`config.mk`:
```
export PLATFORM = sky130hd
export DESIGN_NAME = rv32_e_mc_scheduler
export DESIGN_NICKNAME = d
export VERILOG_FILES = /design/src/rtl/rv32_e_mc_scheduler_pkg.sv /design/src/rtl/rv32_e_mc_hazard_cmp.sv /design/src/rtl/rv32_e_mc_scheduler.sv
export SDC_FILE = /design/constraint.sdc
export NUM_CORES = 1
export LEC_CHECK = 0
export CORE_ASPECT_RATIO = 1.75
export CORE_UTILIZATION = 30
export DETAILED_ROUTE_END_ITERATION = 10
export GPL_ROUTABILITY_DRIVEN = 0
export PLACE_DENSITY_LB_ADDON = 0.2
export SYNTH_ARGS = -nofsm -noshare
export SYNTH_HDL_FRONTEND = slang
export SYNTH_HIERARCHICAL = 1
export SYNTH_SLANG_ARGS = --single-unit
```
`constraint.sdc`:
```
create_clock -name clk_i -period 3.6 [get_ports clk_i]
set_input_delay 0.36 -clock clk_i [delete_from_list [all_inputs] [get_ports clk_i]]
set_output_delay 0.36 -clock clk_i [all_outputs]
set_load 0.1 [all_outputs]
```
`src/rtl/rv32_e_mc_scheduler_pkg.sv`:
```
`default_nettype none
// ---------------------------------------------------------------------------
// rv32_e_mc_scheduler_pkg : shared types for the multi-cycle op scheduler
// Revision: 1.0
// ---------------------------------------------------------------------------
package rv32_e_mc_scheduler_pkg;

    typedef enum logic [1:0] {
        MC_DIV   = 2'd0,
        MC_FDIV  = 2'd1,
        MC_FSQRT = 2'd2,
        MC_FMA   = 2'd3
    } mc_unit_e;

    typedef enum logic [1:0] {
        ST_IDLE = 2'd0,
        ST_RUN  = 2'd1,
        ST_WB   = 2'd2
    } mc_state_e;

    function automatic logic [3:0] unit_onehot(input mc_unit_e u);
        return 4'b0001 << u;
    endfunction

endpackage
`default_nettype wire

```
`src/rtl/rv32_e_mc_hazard_cmp.sv`:
```
`default_nettype none
// ---------------------------------------------------------------------------
// rv32_e_mc_hazard_cmp : matches decode sources against the pending rd
// Revision: 1.0
// ---------------------------------------------------------------------------
module rv32_e_mc_hazard_cmp (
    input  logic [4:0]      rd_i,
    input  logic            rd_fp_i,
    input  logic [2:0][4:0] rs_i,
    input  logic [2:0]      src_fp_i,
    output logic            match_o
);

    logic [2:0] hit;

    for (genvar i = 0; i < 3; i++) begin : g_src
        assign hit[i] = (rs_i[i] == rd_i) && (src_fp_i[i] == rd_fp_i);
    end

    // Integer x0 is hardwired zero and never pending; f0 is a real register.
    assign match_o = (|hit) && (rd_fp_i || (rd_i != 5'd0));

endmodule
`default_nettype wire

```
`src/rtl/rv32_e_mc_scheduler.sv`:
```
`default_nettype none
// ---------------------------------------------------------------------------
// rv32_e_mc_scheduler : single-op scheduler for DIV/FDIV/FSQRT/FMA units
// Revision: 1.0
// ---------------------------------------------------------------------------
module rv32_e_mc_scheduler
    import rv32_e_mc_scheduler_pkg::*;
#(
    parameter int unsigned FMA_LATENCY = 3
) (
    input  logic       clk_i,
    input  logic       rst_ni,
    input  logic       issue_valid_i,
    output logic       issue_ready_o,
    input  logic [1:0] issue_unit_i,
    input  logic [4:0] issue_rd_i,
    input  logic       issue_rd_fp_i,
    input  logic [4:0] rs1_i,
    input  logic [4:0] rs2_i,
    input  logic [4:0] rs3_i,
    input  logic [2:0] src_fp_i,
    output logic       hazard_o,
    input  logic       flush_i,
    output logic [3:0] unit_start_o,
    input  logic [2:0] unit_done_i,
    output logic       unit_abort_o,
    input  logic       wb_free_i,
    output logic       wb_valid_o,
    output logic [4:0] wb_rd_o,
    output logic       wb_fp_o,
    output logic [1:0] wb_sel_o,
    output logic       busy_o
);

    localparam logic [3:0] FMA_CNT = 4'(FMA_LATENCY);

    mc_state_e  state_q, state_d;
    mc_unit_e   unit_q, unit_d;
    logic [4:0] rd_q, rd_d;
    logic       rd_fp_q, rd_fp_d;
    logic       pending_q, pending_d;
    logic [3:0] cnt_q, cnt_d;
    logic       first_q, first_d;

    logic handshake;
    logic load;
    logic done_sel;
    logic src_match;
    logic wb_done;
    logic repend;

    assign issue_ready_o = ((state_q == ST_IDLE) || ((state_q == ST_WB) && wb_free_i)) && !flush_i;
    assign handshake     = issue_valid_i && issue_ready_o;
    assign busy_o        = (state_q != ST_IDLE);
    assign wb_rd_o       = rd_q;
    assign wb_fp_o       = rd_fp_q;
    assign wb_sel_o      = unit_q;

    always_comb begin
        done_sel = 1'b0;
        case (unit_q)
            MC_DIV:   done_sel = unit_done_i[0];
            MC_FDIV:  done_sel = unit_done_i[1];
            MC_FSQRT: done_sel = unit_done_i[2];
            default:  done_sel = 1'b0;
        endcase
    end

    always_comb begin
        state_d      = state_q;
        unit_d       = unit_q;
        rd_d         = rd_q;
        rd_fp_d      = rd_fp_q;
        pending_d    = pending_q;
        cnt_d        = cnt_q;
        first_d      = 1'b0;
        load         = 1'b0;
        unit_start_o = 4'b0000;
        unit_abort_o = 1'b0;
        wb_valid_o   = 1'b0;

        case (state_q)
            ST_IDLE: begin
                load = handshake;
            end
            ST_RUN: begin
                if (first_q) begin
                    unit_start_o = unit_onehot(unit_q);
                end
                // Flush wins over a done arriving in the same cycle.
                if (flush_i) begin
                    unit_abort_o = 1'b1;
                    pending_d    = 1'b0;
                    state_d      = ST_IDLE;
                end else if (unit_q == MC_FMA) begin
                    cnt_d = cnt_q - 4'd1;
                    if (cnt_q == 4'd1) begin
                        state_d = ST_WB;
                    end
                end else if (!first_q && done_sel) begin
                    state_d = ST_WB;
                end
            end
            ST_WB: begin
                wb_valid_o = 1'b1;
                if (wb_free_i) begin
                    pending_d = 1'b0;
                    state_d   = ST_IDLE;
                    load      = handshake;
                end
            end
            default: begin
                state_d   = ST_IDLE;
                pending_d = 1'b0;
            end
        endcase

        if (load) begin
            unit_d    = mc_unit_e'(issue_unit_i);
            rd_d      = issue_rd_i;
            rd_fp_d   = issue_rd_fp_i;
            pending_d = 1'b1;
            cnt_d     = FMA_CNT;
            first_d   = 1'b1;
            state_d   = ST_RUN;
        end
    end

    always_ff @(posedge clk_i or negedge rst_ni) begin
        if (!rst_ni) begin
            state_q   <= ST_IDLE;
            unit_q    <= MC_DIV;
            rd_q      <= 5'd0;
            rd_fp_q   <= 1'b0;
            pending_q <= 1'b0;
            cnt_q     <= 4'd0;
            first_q   <= 1'b0;
        end else begin
            state_q   <= state_d;
            unit_q    <= unit_d;
            rd_q      <= rd_d;
            rd_fp_q   <= rd_fp_d;
            pending_q <= pending_d;
            cnt_q     <= cnt_d;
            first_q   <= first_d;
        end
    end

    rv32_e_mc_hazard_cmp u_hazard_cmp (
        .rd_i     (rd_q),
        .rd_fp_i  (rd_fp_q),
        .rs_i     ({rs3_i, rs2_i, rs1_i}),
        .src_fp_i (src_fp_i),
        .match_o  (src_match)
    );

    // The hazard clears the cycle the writeback retires, unless the op being
    // accepted in that same cycle targets the same register again.
    assign wb_done  = (state_q == ST_WB) && wb_free_i;
    assign repend   = handshake && (issue_rd_i == rd_q) && (issue_rd_fp_i == rd_fp_q);
    assign hazard_o = pending_q && src_match && (!wb_done || repend);

endmodule
`default_nettype wire

```
==> results of run 1 <==
## layout make-up
type	instances	area [um^2]
clock buffers	4	55.05
multi-input cells	87	684.4
fillers	332	1889
well taps	46	57.56
repair buffers	51	493.0
inverters	3	11.26
flip-flops and latches	16	401.6
## synth_stat cells
| master | number |
|---|---|
| inv_1 | 3 |
| nand3b_1 | 2 |
| nand3_1 | 2 |
| and2b_4 | 1 |
| buf_2 | 3 |
| mux2i_1 | 2 |
| a211o_1 | 1 |
| nor2_1 | 7 |
| nor4_1 | 4 |
| a22o_1 | 2 |
| nor3b_2 | 1 |
| dfrtp_1 | 16 |
| ha_1 | 2 |
| nor2b_1 | 2 |
| nor4_2 | 1 |
| xnor2_1 | 9 |
| nand2b_1 | 1 |
| o21bai_1 | 1 |
| nand2_1 | 4 |
| a31oi_1 | 1 |
| nor3b_4 | 1 |
| nand4_1 | 6 |
| or4b_1 | 1 |
| or2_2 | 1 |
| o21ai_0 | 2 |
| o21a_1 | 1 |
| nor3b_1 | 3 |
| nor3_1 | 3 |
| xor2_1 | 18 |
| buf_6 | 1 |
| mux2_2 | 8 |
## worst max-delay path, stage by stage, from the launching register on
cell             delay, ns
dfrtp_1               0.46
nand3b_1              0.26
nor2_1                0.14
clkdlybuf4s50_1       1.13
## state kept, by name, indices dropped and copies added, names as in the netlist
signal	cells
wb_rd_o	5
wb_sel_o	2
pending_q	1
wb_fp_o	1
cnt_q	4
first_q	1
state_q	2
## how the worst min path moves through the flow
| stage | depth (start not counted) | slack [ns] | endpoint |
|---|---|---|---|
| 2_1_floorplan | 0 | 0.06 | cnt_q[0]$_DFFE_PN0P_ |
| 3_3_place_gp | 1 | 0.50 | cnt_q[1]$_DFFE_PN0P_ |
| 3_5_place_dp | 1 | 0.51 | cnt_q[1]$_DFFE_PN0P_ |
| 4_1_cts | 1 | 0.53 | cnt_q[1]$_DFFE_PN0P_ |
| 5_1_grt | 1 | 0.55 | cnt_q[1]$_DFFE_PN0P_ |
| 6_report | 1 | 0.53 | cnt_q[1]$_DFFE_PN0P_ |
## power by group
part | switching (mW) | internal (mW) | total, mW
combinational | 0.374 | 0.196 | 0.571
clock | 0.0571 | 0.0968 | 0.154
sequential | 0.0878 | 0.220 | 0.308
total | 0.519 | 0.513 | 1.03
## kinds of logic (layout without fill, tap and decap cells)
kind of cell    count (synthesis)  count (layout)  share of synthesized area (%)
xor+xnor                       27              27                          21.07
fa+ha+maj                       2               2                          2.229
mux                            10              10                          9.811
compound gates                  8               8                          5.130
simple gates                   40              40                          22.74
flops                          16              16                          35.67
buf+inv                         7              58                          3.344
## per-stage QoR
stage               instance area, um^2  setup TNS (ns)  instances  hold slack (ns)  worst slack, ns
floorplan                          1124         -0.4297        110          0.06441          -0.2179
global placement                   1648               0        203           0.5021            1.143
detailed placement                 1648               0        203           0.5090            1.134
CTS                                1703               0        207           0.5258           0.9838
global route                       1703               0        207           0.5484           0.8806
finish                             1703               0        207           0.5269            1.003
## metal layers
layer  global-route usage, %  up-vias
met5                       0        -
met4                   6.818        0
met3                   2.391        2
met2                   27.52       39
met1                   13.65      458
li1                        -      487
==> impl_results.rst, run 1 <==
.. list-table::
   :header-rows: 1

   * - Metric
     - Value
   * - Result of the run
     - finished, final reports clean
   * - Effective utilization at floorplan
     - 31.24%
   * - Number of setup buffers added after CTS
     - 0
   * - Via count of the routed design
     - between 900 and 1000
   * - Std-Cell Core Area
     - 3592 um^2
   * - Leakage power figure
     - just under 0.7 nW
   * - Unique cell type count in the Yosys netlist
     - 31
   * - Routed length on met2
     - 1561 um
   * - FF-to-FF Start
     - state_q[1]$_DFFE_PN0P_
   * - Leading area contributor after synthesis
     - dfrtp_1
   * - Netlist Area Pre-Place
     - 1122 um^2
   * - Final WL
     - about 2800 um
   * - Mean routed wirelength per cell
     - ~14 um
   * - Share of layout cells above drive strength 1
     - about 16%
   * - Final core occ
     - 47.41%
   * - Relative slew margins
     - approximately a third
   * - DIE AREA
     - 3999 um^2
   * - Post-route DRC violation count
     - 0
   * - Kind of launch point of the worst setup path
     - register
   * - Met3 layer wire length in the routed design
     - 198 um
   * - RSZ-0062 raised after global routing
     - false
   * - Total global routing track utilization
     - 14.76%
   * - Yosys synthesis warning count
     - 6
   * - Destination of the critical timing path
     - unit_start_o[3]
   * - Commonest cells after routing, fill and taps aside
     - clkdlybuf4s50_1 (44), xor2_1 (18), dfrtp_1 (15)
   * - Path depth of the worst reg2reg path
     - 4
   * - Min-Delay Path Class
     - register to register
   * - Count of pins on the block boundary
     - 51
   * - Power density normalized to cell area
     - 606.4 nW/um^2
   * - Arrival time at the worst endpoint
     - around 2.2 ns
   * - Top routing layer used
     - met4
   * - Synth top area share
     - 35.67%
   * - Net count after synthesis
     - 146
   * - Worst-margin pin slew
     - 0.9688 ns
   * - Layout Skew
     - about 0.0019 ns
   * - P&R area growth vs syn
     - 51.73%
   * - Number of global-route vias before repair
     - 1050
   * - Cell count after synthesis
     - 110
   * - Critical R2R Capture
     - wb_rd_o[1]$_DFFE_PN0P_
   * - Post-Syn Area per Cell
     - 10.20 um^2
   * - First-pass GRT wire length
     - 4243 um
   * - Post-layout total power
     - 1.033 mW
   * - FP Rows
     - 29
   * - Worst EP required
     - 3.24 ns
   * - Maximum number of pins on one net before global-route repair
     - 17
   * - Die boundary width
     - 48.24 um
   * - Start point of the worst min-delay path
     - cnt_q[1]$_DFFE_PN0P_
   * - Final setup viols
     - 0
   * - First DRT Iteration DRCs
     - 12
   * - Crit share post-route
     - 72.13%
   * - Number of antenna violations at the first check in global routing
     - 0
   * - CTS sink count
     - 16
   * - Layout Nets
     - 198
   * - Clock latency on the worst-skew pair
     - 0.24 ns
   * - Startpoint of the worst setup timing path
     - state_q[1]$_DFFE_PN0P_
   * - Commonest non-fill, non-tap cell in the layout
     - clkdlybuf4s50_1
   * - TritonCTS clock tree
     - done
   * - Detailed Routing Iterations Pass 1
     - 4
   * - Portion of the post-synthesis area used by sequential elements
     - a little over a third
   * - Sum of routed wire segments on met1
     - 1021 um
   * - Diode count
     - 0
   * - Port bufs
     - 50
   * - Die Height
     - 82.91 um
   * - Count of nets left with antenna violations after detail routing
     - 0
   * - Placed wire-length estimate after detailed placement
     - between 2000 and 2500 um
   * - Highest net fanout along the worst path
     - 8
   * - Number of buffers on the longest clock path
     - 2
   * - CTS H-tree lvls
     - 1
   * - F_max
     - 385.1 MHz
   * - Hold bufs inserted after CTS
     - 0
   * - Flip-flop and latch count after synthesis
     - 16
   * - Max Slew Vio Count
     - 0
   * - Hold Vio Cnt, Final
     - 0
   * - Critical path class
     - register to output port
   * - Worst ir drop on vdd
     - 0.3115 mV
   * - Shortest clock period the worst path allows after layout
     - 2.597 ns
   * - # Max-Cap Violations
     - 0
   * - CP Capture Type
     - output port
   * - Via density
     - 4.763
   * - Total gr overflow
     - 0
   * - Post-CTS resize count
     - 0
   * - Number of clock buffers inserted by TritonCTS
     - 3
   * - Clock Pin Slew Worst Setup and Hold Paths
     - roughly 0.060 ns
   * - Clock tree root driver cell
     - clkbuf_8
   * - Register-to-register path setup slack
     - 2.05 ns
   * - Cell types with the largest area share after synthesis
     - dfrtp_1 (36%), xor2_1 (14%), mux2_2 (8.0%)
Note: power is estimated with default switching activity, not from simulation.
==> run 2: changes to the inputs <==
Clock period 3.6 ns to 2.6 ns, I/O delays scaled along.
==> run 2 against run 1 <==
  * Via count grew 4.5%
  * Total power grew 42%
  * Final area grew 3.2%
  * Die area is the same
  * Clock skew grew 0.00082 ns
  * Routed wire length grew 7.0%
  * Worst setup slack lost 0.70 ns
  * Combinational power grew 42%
  * Register-to-register slack lost 1.1 ns
  * Sequential share of layout area shrank 0.44 points
  * Utilization grew 1.5 points
==> impl_results.rst, run 2 (synthesized netlist as in run 1, its figures left out) <==
.. list-table::
   :header-rows: 1

   * - Metric
     - Value
   * - Total gr overflow
     - 0 (unchanged)
   * - Count of pins on the block boundary
     - 51 (unchanged)
   * - Effective utilization at floorplan
     - 31.24% (unchanged)
   * - Clock Pin Slew Worst Setup and Hold Paths
     - 0.06 ns (about the same)
   * - Hold Vio Cnt, Final
     - 0 (unchanged)
   * - Relative slew margins
     - 49.85% (+15 points)
   * - Total global routing track utilization
     - 16.12% (+1.4 points)
   * - Worst ir drop on vdd
     - 0.6430 mV (+110%)
   * - CTS sink count
     - 16 (unchanged)
   * - Clock network fraction of design power
     - 14.9% (about the same)
   * - Count of nets left with antenna violations after detail routing
     - 0 (unchanged)
   * - Path depth of the worst reg2reg path
     - 4 (unchanged)
   * - Worst EP required
     - 2.34 ns (-0.90 ns)
   * - Maximum number of pins on one net before global-route repair
     - 17 (unchanged)
   * - Number of antenna violations at the first check in global routing
     - 0 (unchanged)
   * - Arrival time at the worst endpoint
     - 2.04 ns (-0.20 ns)
   * - Die boundary width
     - 48.24 um (unchanged)
   * - Layout Skew
     - 0.002761 ns (+0.0008244 ns)
   * - Kind of launch point of the worst setup path
     - register
   * - Number of clock buffers inserted by TritonCTS
     - 3 (unchanged)
   * - First-pass GRT wire length
     - 4698 um (+11%)
   * - Std-Cell Core Area
     - 3592 um^2 (unchanged)
   * - FP Rows
     - 29 (unchanged)
   * - Commonest non-fill, non-tap cell in the layout
     - clkdlybuf4s50_1
   * - Number of buffers on the longest clock path
     - 2 (unchanged)
   * - First DRT Iteration DRCs
     - 19 (+7)
   * - Final Non-Filler Cells
     - 207 (unchanged)
   * - Final setup viols
     - 0 (unchanged)
   * - Critical path class
     - register to output port
   * - Final WL
     - 3010 um (+7.0%)
   * - Post-CTS resize count
     - 0 (unchanged)
   * - FF-to-FF Start
     - wb_sel_o[0]$_DFFE_PN0P_
   * - Relative contribution of sequential cells to total power
     - 29.9% (about the same)
   * - DIE AREA
     - 3999 um^2 (unchanged)
   * - Via density
     - 4.976 (+4.5%)
   * - Worst-margin pin slew
     - 0.7499 ns (-0.2190 ns)
   * - Switching power share of the total
     - 51.01% (+0.71 points)
   * - Net switching power of the design
     - 0.7494 mW (+44%)
   * - CTS H-tree lvls
     - 1 (unchanged)
   * - Cell Count Post-Placement
     - 203 (unchanged)
   * - RSZ-0062 raised after global routing
     - false
   * - Via count of the routed design
     - 1030 (+4.5%)
   * - P&R area growth vs syn
     - 56.52%
   * - Placed wire-length estimate after detailed placement
     - 2333 um (+5.0%)
   * - Hold bufs inserted after CTS
     - 0 (unchanged)
   * - Post-route DRC violation count
     - 0 (unchanged)
   * - Logic gate share of total power
     - 55.2% (about the same)
   * - Max Slew Vio Count
     - 0 (unchanged)
   * - Min-Delay Path Class
     - primary input to async pin
   * - Number of global-route vias before repair
     - 1067 (+1.6%)
   * - Number of setup buffers added after CTS
     - 0 (unchanged)
   * - Shortest clock period the worst path allows after layout
     - between 2 and 2.5 ns
   * - Crit share post-route
     - 88.37%
   * - Post-layout total power
     - 1.469 mW (+42%)
   * - Worst Hold Margin
     - 0.4533 ns (-0.07355 ns)
   * - TritonCTS clock tree
     - done
   * - Commonest cells after routing, fill and taps aside
     - clkdlybuf4s50_1 (33), xor2_1 (18), buf_4 (16)
   * - CP Capture Type
     - output port
   * - Leakage power figure
     - 0.7133 nW (+4.0%)
   * - Clock tree root driver cell
     - clkbuf_8
   * - # Max-Cap Violations
     - 0 (unchanged)
   * - Power density normalized to cell area
     - 836.4 nW/um^2 (+38%)
   * - Startpoint of the worst setup timing path
     - wb_fp_o$_DFFE_PN0P_
   * - Number of flip-flops in the largest register
     - 5 (unchanged)
   * - Clock latency on the worst-skew pair
     - 0.25 ns (about the same)
   * - Share of layout cells above drive strength 1
     - 29.81% (+14 points)
   * - Layout Nets
     - 198 (unchanged)
   * - Die Height
     - 82.91 um (unchanged)
   * - Diode count
     - 0 (unchanged)
   * - Mean routed wirelength per cell
     - 14.54 um (+7.0%)
   * - Port bufs
     - 50 (unchanged)
   * - Internal cell power
     - 0.7198 mW (+40%)
   * - Detailed Routing Iterations Pass 1
     - 3 (-1)
   * - Highest net fanout along the worst path
     - 7 (-1)
   * - Result of the run
     - finished, final reports clean
   * - F_max
     - 435.2 MHz
run 2: final cells by class:
| type | instances | area, um^2 |
|---|---|---|
| clock buffers | 4 | 55.05 |
| repair buffers | 51 | 490.5 |
| flip-flops and latches | 16 | 406.6 |
| fillers | 334 | 1836 |
| multi-input cells | 87 | 735.7 |
| well taps | 46 | 57.56 |
| inverters | 3 | 11.26 |
run 2: worst paths after layout:
check / slack [ns] / to
worst max register to register: 0.93 / state_q[1]$_DFFE_PN0P_
worst min-delay path: 0.45 / state_q[0]$_DFFE_PN0P_
min in group clk_i: 0.52 / cnt_q[1]$_DFFE_PN0P_
worst max-delay path: 0.30 / hazard_o
max in group asynchronous: 1.62 / wb_rd_o[0]$_DFFE_PN0P_
worst min register to register: 0.52 / cnt_q[1]$_DFFE_PN0P_
run 2: power by group through the flow:
stage,logic [mW],registers [mW],clock network [mW]
2_1_floorplan,0.381,0.654,0
3_3_place_gp,0.804,0.441,0
3_5_place_dp,0.814,0.446,0
4_1_cts,0.819,0.441,0.219
5_1_grt,0.855,0.457,0.227
6_report,0.812,0.439,0.218
run 2: per-stage QoR:
step	util (%)	TNS (ns)	setup slack [ns]	cell area, um^2
finish	48.90	0	0.3024	1757
global route	48.90	0	0.2132	1757
CTS	48.90	0	0.2982	1757
detailed placement	47.37	0	0.3446	1702
global placement	47.37	0	0.3580	1702
floorplan	-	-0.1540	-0.1540	1180
run 2: worst max-delay path, stage by stage (launching register included):
cell     delay, ns
dfrtp_2       0.47
xor2_1        0.16
nor4_1        0.45
nand4_1       0.15
nand3_1       0.10
nand2_1       0.08
a31oi_4       0.18
buf_12        0.19
run 2: per-layer routing:
| metal | vias to the layer above | global-route usage [%] | part of all wire (%) |
|---|---|---|---|
| met5 | - | 0 | 0 |
| met4 | 0 | 5.051 | 0.96 |
| met3 | 2 | 2.174 | 6.4 |
| met2 | 38 | 30.30 | 56 |
| met1 | 501 | 16.22 | 37 |
| li1 | 489 | - | - |
==> run 3: changes to the inputs <==
Settings changed: CORE_ASPECT_RATIO 1.75 to 0.6.
==> run 3 against run 2 <==
  * Worst setup slack lost 0.045 ns
  * First-iteration DRC count grew to 2.5 times the previous value
  * Combinational power is essentially flat
  * Register-to-register slack is essentially flat
  * Critical endpoint unchanged
  * Largest cell class unchanged
  * Highest routed layer unchanged
==> impl_results.rst, run 3 (synthesized netlist as in run 1, its figures left out) <==
.. list-table::
   :header-rows: 1

   * - Metric
     - Value
   * - CP Capture Type
     - output port
   * - First DRT Iteration DRCs
     - 48 (+29)
   * - Result of the run
     - finished, final reports clean
   * - Power density normalized to cell area
     - 845.0 nW/um^2 (+1.0%)
   * - Relative contribution of sequential cells to total power
     - 29.9% (about the same)
   * - Number of flip-flops in the largest register
     - 5 (unchanged)
   * - Switching power share of the total
     - 51.55% (+0.54 points)
   * - FF-to-FF Start
     - wb_sel_o[0]$_DFFE_PN0P_
   * - TritonCTS clock tree
     - done
   * - Mean routed wirelength per cell
     - 15.93 um (+9.6%)
   * - Critical path class
     - register to output port
   * - Die boundary width
     - 80.96 um (+68%)
   * - Post-route DRC violation count
     - 0 (unchanged)
   * - Number of antenna violations at the first check in global routing
     - 0 (unchanged)
   * - RSZ-0062 raised after global routing
     - false
   * - # Max-Cap Violations
     - 0 (unchanged)
   * - Worst EP required
     - 2.34 ns (about the same)
   * - Worst-margin pin slew
     - 0.7890 ns (+0.03912 ns)
   * - Clock tree root driver cell
     - clkbuf_8
   * - Kind of launch point of the worst setup path
     - register
   * - Cell Count Post-Placement
     - 202 (-0.49%)
   * - Critical R2R Capture
     - state_q[1]$_DFFE_PN0P_
   * - Arrival time at the worst endpoint
     - 2.08 ns (+0.04 ns)
   * - Area post-placement
     - 1700 um^2 (about the same)
   * - Number of buffers on the longest clock path
     - 2 (unchanged)
   * - FP Rows
     - 16 (-45%)
   * - Maximum number of pins on one net before global-route repair
     - 17 (unchanged)
   * - Shortest clock period the worst path allows after layout
     - 2.343 ns (+0.04526 ns)
   * - Hold bufs inserted after CTS
     - 0 (unchanged)
   * - Layout Nets
     - 198 (unchanged)
   * - Worst ir drop on vdd
     - 0.3926 mV (-39%)
   * - Placed wire-length estimate after detailed placement
     - 2608 um (+12%)
   * - Count of pins on the block boundary
     - 51 (unchanged)
   * - Final Non-Filler Cells
     - 206 (-0.48%)
   * - Crit share post-route
     - 90.11% (+1.7 points)
   * - Total global routing track utilization
     - 17.86% (+1.7 points)
   * - CTS H-tree lvls
     - 1 (unchanged)
   * - Relative slew margins
     - 47.24% (-2.6 points)
   * - Clock latency on the worst-skew pair
     - 0.25 ns (about the same)
   * - Internal cell power
     - 0.7187 mW (-0.15%)
   * - Commonest cells after routing, fill and taps aside
     - clkdlybuf4s50_1 (33), xor2_1 (18), buf_4 (16)
   * - Path depth of the worst reg2reg path
     - 4 (unchanged)
   * - Clock Pin Slew Worst Setup and Hold Paths
     - 0.07 ns (about the same)
   * - Via count of the routed design
     - 1025 (-0.49%)
   * - CTS sink count
     - 16 (unchanged)
   * - Min-Delay Path Class
     - primary input to async pin
   * - Total gr overflow
     - 0 (unchanged)
   * - Via density
     - 4.976 (about the same)
   * - Diode count
     - 0 (unchanged)
   * - Count of nets left with antenna violations after detail routing
     - 0 (unchanged)
   * - First-pass GRT wire length
     - 5292 um (+13%)
   * - Net switching power of the design
     - 0.7647 mW (+2.0%)
   * - Effective utilization at floorplan
     - 32.98% (+1.7 points)
   * - Logic gate share of total power
     - 54.9% (-0.3 points)
   * - P&R area growth vs syn
     - 56.41% (about the same)
   * - DIE AREA
     - 3997 um^2 (about the same)
   * - Share of layout cells above drive strength 1
     - 29.81% (unchanged)
   * - Number of clock buffers inserted by TritonCTS
     - 3 (unchanged)
   * - Layout Skew
     - 0.001745 ns (-0.001016 ns)
   * - Number of setup buffers added after CTS
     - 0 (unchanged)
   * - Leakage power figure
     - 0.7133 nW (unchanged)
   * - Final setup viols
     - 0 (unchanged)
   * - Register-to-register path setup slack
     - 0.93 ns (about the same)
   * - Std-Cell Core Area
     - 3403 um^2 (-5.3%)
   * - Hold Vio Cnt, Final
     - 0 (unchanged)
   * - Highest net fanout along the worst path
     - 7 (unchanged)
   * - Commonest non-fill, non-tap cell in the layout
     - clkdlybuf4s50_1
   * - Final instance area
     - 1755 um^2 (about the same)
   * - Port bufs
     - 50 (unchanged)
   * - Final WL
     - 3282 um (+9.0%)
   * - Post-CTS resize count
     - 0 (unchanged)
   * - Detailed Routing Iterations Pass 1
     - 4 (+1)
   * - Max Slew Vio Count
     - 0 (unchanged)
   * - Clock network fraction of design power
     - 15.2% (+0.3 points)
   * - F_max
     - 426.8 MHz (-1.9%)
   * - Die Height
     - 49.38 um (-40%)
   * - Number of global-route vias before repair
     - 1017 (-4.7%)
## run 3: cell counts in the layout (fill, tap and decap cells not counted)
No cell type changed its count.
## run 3: worst max-delay path, cell delays in order (launching register included)
cell,delay [ns]
dfrtp_2,0.48
xor2_1,0.16
nor4_1,0.47
nand4_1,0.17
nand3_1,0.11
nand2_1,0.08
a31oi_4,0.17
buf_12,0.19
## run 3: metrics by stage
stage / utilization, % / TNS (ns) / total power [mW] / hold WS [ns] / setup slack, ns
2_1_floorplan: - / -0.1540 / 1.035 / -0.03559 / -0.1540
3_3_place_gp: 49.96 / 0 / 1.245 / 0.5036 / 0.4188
3_5_place_dp: 49.96 / 0 / 1.263 / 0.5337 / 0.3111
4_1_cts: 51.58 / 0 / 1.493 / 0.4986 / 0.2563
5_1_grt: 51.58 / 0 / 1.558 / 0.5299 / 0.1948
6_report: 51.58 / 0 / 1.483 / 0.4683 / 0.2571
## run 3: power by group through the flow
stage / Sequential, mW / Clock, mW / Combinational [mW]
floorplan: 0.654 / 0 / 0.381
global placement: 0.442 / 0 / 0.803
detailed placement: 0.448 / 0 / 0.815
CTS: 0.443 / 0.231 / 0.818
global route: 0.460 / 0.248 / 0.850
finish: 0.443 / 0.226 / 0.815
## run 3: worst max-delay path by stage
stage | depth (start not counted) | from | endpoint
CTS | 7 | wb_fp_o$_DFFE_PN0P_ | hazard_o
finish | 7 | wb_fp_o$_DFFE_PN0P_ | hazard_o
global placement | 8 | src_fp_i[0] | hazard_o
global route | 7 | wb_fp_o$_DFFE_PN0P_ | hazard_o
detailed placement | 8 | rs1_i[2] | hazard_o
floorplan | 2 | wb_sel_o[0]$_DFFE_PN0P_ | unit_start_o[1]
## run 3: cell type report
| cell class | instances | area, um^2 |
|---|---|---|
| fill | 325 | 1648 |
| timing repair buffer | 51 | 490.5 |
| tap | 45 | 56.30 |
| clock buffer | 4 | 55.05 |
| sequential | 16 | 406.6 |
| inverter | 3 | 11.26 |
| multi-input combinational | 87 | 735.7 |
## run 3: per-layer routing
layer	up-vias	wire (um)	GRT usage [%]
li1	489	-	-
met1	509	1537	24.89
met2	25	1579	28.57
met3	2	160	5.047
met4	0	4	0.8929
met5	-	0	0
